==> config.mk <==
export PLATFORM = sky130hd
export DESIGN_NAME = ram_arbiter
export DESIGN_NICKNAME = d
export VERILOG_FILES = /design/src/rtl/ram_arbiter.sv
export SDC_FILE = /design/constraint.sdc
export NUM_CORES = 1
export LEC_CHECK = 0
export CORE_ASPECT_RATIO = 0.9
export CORE_UTILIZATION = 42
export DETAILED_ROUTE_END_ITERATION = 16
export PLACE_DENSITY = 0.8
export SLEW_MARGIN = 30
export SYNTH_ARGS = -nofsm -noshare
export SYNTH_HDL_FRONTEND = slang
export SYNTH_SLANG_ARGS = --single-unit
==> constraint.sdc <==
create_clock -name clk -period 2.5 [get_ports clk]
set_input_delay 0.75 -clock clk [delete_from_list [all_inputs] [get_ports clk]]
set_output_delay 0.75 -clock clk [all_outputs]
set_load 0.01 [all_outputs]
==> src/rtl/ram_arbiter.sv <==
// rtl/ram_arbiter.sv - arbitrates fetch and load/store access to the shared single-port data RAM
module ram_arbiter #(
    parameter int DATA_W     = 32,
    parameter int ADDR_W     = 32,
    parameter int DEPTH      = 16,
    parameter int MAX_STREAK = 4
) (
    input  logic              clk,
    input  logic              rst,
    input  logic              if_req,
    input  logic [ADDR_W-1:0] if_addr,
    output logic              if_gnt,
    output logic              if_rvalid,
    output logic [DATA_W-1:0] if_rdata,
    output logic              if_err,
    input  logic              d_req,
    input  logic              d_we,
    input  logic [ADDR_W-1:0] d_addr,
    input  logic [DATA_W-1:0] d_wdata,
    output logic              d_gnt,
    output logic              d_done,
    output logic [DATA_W-1:0] d_rdata,
    output logic              d_err,
    output logic              read_ram,
    output logic              write_ram,
    output logic [ADDR_W-1:0] ram_addr,
    output logic [DATA_W-1:0] ram_write_data,
    input  logic [DATA_W-1:0] ram_out
);
    localparam int SW = $clog2(MAX_STREAK + 1);

    typedef enum logic {S_IDLE, S_ACCESS} state_t;

    state_t            r_state;
    state_t            w_next;
    logic              r_own_d;
    logic              r_we;
    logic [ADDR_W-1:0] r_addr;
    logic [DATA_W-1:0] r_wdata;
    logic [SW-1:0]     r_streak;
    logic              r_if_rvalid;
    logic              r_if_err;
    logic [DATA_W-1:0] r_if_rdata;
    logic              r_d_done;
    logic              r_d_err;
    logic [DATA_W-1:0] r_d_rdata;
    logic              w_in_range;
    logic              w_d_win;
    logic              w_if_win;

    assign w_in_range = (r_addr < ADDR_W'(DEPTH));
    // Data side has priority until it has starved a waiting fetch MAX_STREAK times in a row.
    assign w_d_win    = d_req && (!if_req || (r_streak != SW'(MAX_STREAK)));
    assign w_if_win   = if_req && !w_d_win;

    always_comb begin
        w_next    = r_state;
        if_gnt    = 1'b0;
        d_gnt     = 1'b0;
        read_ram  = 1'b0;
        write_ram = 1'b0;
        case (r_state)
            S_IDLE: begin
                if_gnt = w_if_win;
                d_gnt  = w_d_win;
                if (w_if_win || w_d_win) begin
                    w_next = S_ACCESS;
                end
            end
            S_ACCESS: begin
                read_ram  = w_in_range && !r_we;
                write_ram = w_in_range && r_we;
                w_next    = S_IDLE;
            end
            default: w_next = S_IDLE;
        endcase
    end

    always_ff @(posedge clk) begin
        if (rst) begin
            r_state     <= S_IDLE;
            r_own_d     <= 1'b0;
            r_we        <= 1'b0;
            r_addr      <= '0;
            r_wdata     <= '0;
            r_streak    <= '0;
            r_if_rvalid <= 1'b0;
            r_if_err    <= 1'b0;
            r_if_rdata  <= '0;
            r_d_done    <= 1'b0;
            r_d_err     <= 1'b0;
            r_d_rdata   <= '0;
        end else begin
            r_state     <= w_next;
            r_if_rvalid <= 1'b0;
            r_if_err    <= 1'b0;
            r_d_done    <= 1'b0;
            r_d_err     <= 1'b0;
            if (d_gnt) begin
                r_own_d <= 1'b1;
                r_we    <= d_we;
                r_addr  <= d_addr;
                r_wdata <= d_wdata;
                if (!if_req) begin
                    r_streak <= '0;
                end else if (r_streak != SW'(MAX_STREAK)) begin
                    r_streak <= r_streak + 1'b1;
                end
            end else if (if_gnt) begin
                r_own_d  <= 1'b0;
                r_we     <= 1'b0;
                r_addr   <= if_addr;
                r_wdata  <= '0;
                r_streak <= '0;
            end
            if (r_state == S_ACCESS) begin
                if (r_own_d) begin
                    r_d_done <= 1'b1;
                    r_d_err  <= !w_in_range;
                    if (!r_we) begin
                        r_d_rdata <= w_in_range ? ram_out : '0;
                    end
                end else begin
                    r_if_rvalid <= 1'b1;
                    r_if_err    <= !w_in_range;
                    r_if_rdata  <= w_in_range ? ram_out : '0;
                end
            end
        end
    end

    assign ram_addr       = r_addr;
    assign ram_write_data = r_wdata;
    assign if_rvalid      = r_if_rvalid;
    assign if_err         = r_if_err;
    assign if_rdata       = r_if_rdata;
    assign d_done         = r_d_done;
    assign d_err          = r_d_err;
    assign d_rdata        = r_d_rdata;
endmodule

==> impl_metrics.py <==
metrics = {
    "outcome": {
        "status": "finished, violations left",
        "failed_checks": "setup timing",
    },
    "clock_network": {
        "h-tree-depth": 4,
        "ctsHoldBuffers": 0,
        "clock_path_buffers": 2,
        "cts_buffers": 17,
        "cts_sinks": 138,
        "path_clk_slew_ns": 0.06,
        "insertion_delay_ns": 0.41,
        "cts_root_buf": "clkbuf_16",
        "tritoncts": "built",
    },
    "timing": {
        "layout_min_cycle_time_ns": 2.53,
        "slew_viol_final": 0,
        "finalCritPeriodShare_pct": 101,
        "fmax_ghz": 0.396,
        "worstMarginPinSlew_ns": 0.861,
        "worst_slack_ns": -0.0277,
        "hold_slack_ns": 0.486,
        "rsz0062_at_grt": "true",
        "relSlewSlack_pct": 42.6,
        "skew_ns": 0.00918,
        "hold_viol_final": 0,
        "setup_viol": 1,
    },
    "layout": {
        "layout.cells.most_common": "clkdlybuf4s50_1",
        "fin_nets": 1041,
        "layout-drive-gt1-share_pct": 13.7,
        "nFillCells": 1087,
        "syn2layout_area_growth_pct": 62.3,
        "final_cell_mix": "clkdlybuf4s50_1 (261), dfxtp_1 (135), nand2_1 (69)",
        "stdcell_count": 1113,
    },
    "setup_path": {
        "start_kind": "flip-flop",
        "r2r-end": "if_rdata[3]",
        "reg2reg_slack_ns": 0.50,
        "crit_fanout": 3,
        "end_kind": "output pin",
        "cp.required_ns": 1.75,
        "reg2reg_depth": 5,
        "path_class": "flip-flop to output pin",
        "r2r_start": "ram_addr[24]",
        "arrival_ns": 1.78,
    },
    "synth": {
        "yosysWarnings": 0,
        "yosys_register_bits": 138,
        "synth_nets": 790,
        "avgSynthCellArea_sq_um": 9.27,
        "synthCells": 655,
        "seq_area_frac_synth_pct": 45.5,
        "synth.distinct_cells": 30,
        "netlist_area_sq_um": 6070,
    },
    "die": {
        "ioPinCount": 269,
        "die_w_um": 129,
        "core_area_sq_um": 14100,
        "row_count": 41,
        "die_area_sq_um": 14900,
        "die_h_um": 116,
        "start_util_pct": 43.2,
    },
    "route": {
        "wire_per_inst_um": 18.3,
        "postRouteAntennaNets": 0,
        "routed_wl_um": 20400,
        "route.detailed.drc": 0,
        "vias_per_cell": 5.73,
        "firstDrtPassIters": 5,
        "initialDrtViolationCount": 591,
        "vias": 6383,
    },
    "placement": {
        "routabilityCongestion": 0.833,
        "place_hpwl_um": 13400,
        "dpl.cell_count": 1079,
        "io_buffers": 268,
        "dp_slack_ns": -0.345,
    },
    "power": {
        "p_per_area_nw_per_um2": 615,
        "p_total_uw": 6060,
        "leakage_uw": 0.00352,
        "peakVddDrop_mv": 0.657,
    },
    "global_routing": {
        "grt_max_degree": 67,
        "grt_pass1_vias": 6074,
        "grt_pass1_wl_um": 31700,
        "track_usage_pct": 27.0,
        "antenna_found_initial": 1,
        "gr-total-overflow": 0,
    },
    "flow_run": {
        "max-cap-violations": 0,
    },
    "min_path": {
        "hold_path_end": "d_done",
        "hold-path-cell-count": 2,
        "hp-class": "flip-flop to flip-flop",
        "hold_start": "r_own_d",
    },
}
==> power by group <==
| group | internal, uW | leakage, uW | switching (uW) |
|---|---|---|---|
| clock network | 1820 | 0.000316 | 943 |
| logic | 508 | 0.00207 | 452 |
| registers | 2280 | 0.00113 | 58.5 |
| total | 4610 | 0.00352 | 1450 |
==> per-layer routing <==
layer / GRT usage [%] / routed length (um) / vias up
li1: - / - / 2975
met5: 0 / 0 / -
met4: 8.71 / 324 / 0
met1: 33.0 / 8480 / 3110
met2: 45.8 / 10100 / 276
met3: 7.62 / 1480 / 22
==> registers in the layout, summed over array words and instances (netlist names) <==
signal,count
r_own_d,1
d_done,1
d_rdata,32
if_rvalid,1
d_err,1
if_err,1
r_we,1
ram_write_data,32
r_streak,3
r_state,1
ram_addr,32
if_rdata,32
==> cell families after synthesis <==
logic type / share of synthesized area, %
compound gates: 24.9
fa+ha+maj: 0.412
buf+inv: 5.69
flops: 45.5
simple gates: 23.5
==> worst max path at each step <==
stage	from	endpoint	slack [ns]	depth (start not counted)
3_5_place_dp	d_req	d_gnt	-0.34	5
3_3_place_gp	d_req	d_gnt	-0.33	5
2_1_floorplan	d_req	d_gnt	0.19	5
4_1_cts	ram_addr[10]	read_ram	-0.02	5
5_1_grt	ram_addr[17]	read_ram	-0.12	5
6_report	ram_addr[17]	read_ram	-0.03	5
==> synth_stat cells <==
master | instances | area [sq um]
nand4b_1 | 2 | 17.5
o21a_1 | 2 | 15.0
o41ai_2 | 26 | 423
o21ai_0 | 1 | 5.00
o211ai_1 | 33 | 248
nand2_1 | 69 | 259
o41ai_1 | 38 | 333
a32oi_1 | 1 | 8.76
buf_2 | 9 | 45.0
nand2b_1 | 35 | 219
nor3_1 | 34 | 170
buf_1 | 11 | 41.3
nand3_1 | 36 | 180
a21oi_1 | 35 | 175
nand3b_1 | 65 | 488
a31oi_1 | 1 | 6.26
nor2b_1 | 2 | 12.5
a21boi_0 | 1 | 7.51
and3_1 | 1 | 6.26
ha_1 | 2 | 25.0
buf_4 | 1 | 7.51
inv_1 | 4 | 15.0
dfxtp_1 | 138 | 2760
clkbuf_1 | 60 | 225
nor2_1 | 5 | 18.8
nand4_1 | 1 | 6.26
a311oi_1 | 32 | 280
buf_6 | 1 | 11.3
o21bai_1 | 1 | 7.51
nor4_1 | 8 | 50.1
==> stage by stage <==
step                utilization [%]  area [sq um]  setup TNS (ns)
floorplan                         -          6070               0
global placement               64.7          9100          -0.864
detailed placement             64.7          9100          -0.997
CTS                            69.9          9820         -0.0178
global route                   70.1          9850          -0.125
finish                         70.1          9850         -0.0277
==> critical path, cell delays in order, from the launching register on <==
cell and delay (ns):
dfxtp_1 0.32, nor4_2 0.32, buf_4 0.18, nand3_4 0.12, nor4_4 0.24, buf_2 0.19
==> final cells by class <==
class	instances	area (sq um)	share of cell area (%)
multi-input cells	431	3080	31.2
diodes	1	2.50	0.0254
flip-flops and latches	138	2770	28.1
clock inverters	12	194	1.97
inverters	4	15.0	0.152
well taps	193	241	2.45
clock buffers	20	457	4.63
repair buffers	314	3100	31.5
==> what timing repair did <==
| action | in CTS | in global routing |
|---|---|---|
| buffers inserted | 1 | 0 |
| gates resized for setup | 32 | 5 |
| pin swaps | 4 | 3 |
| setup endpoints to repair | 4 | 2 |
Power figures use the tool's default switching activity.
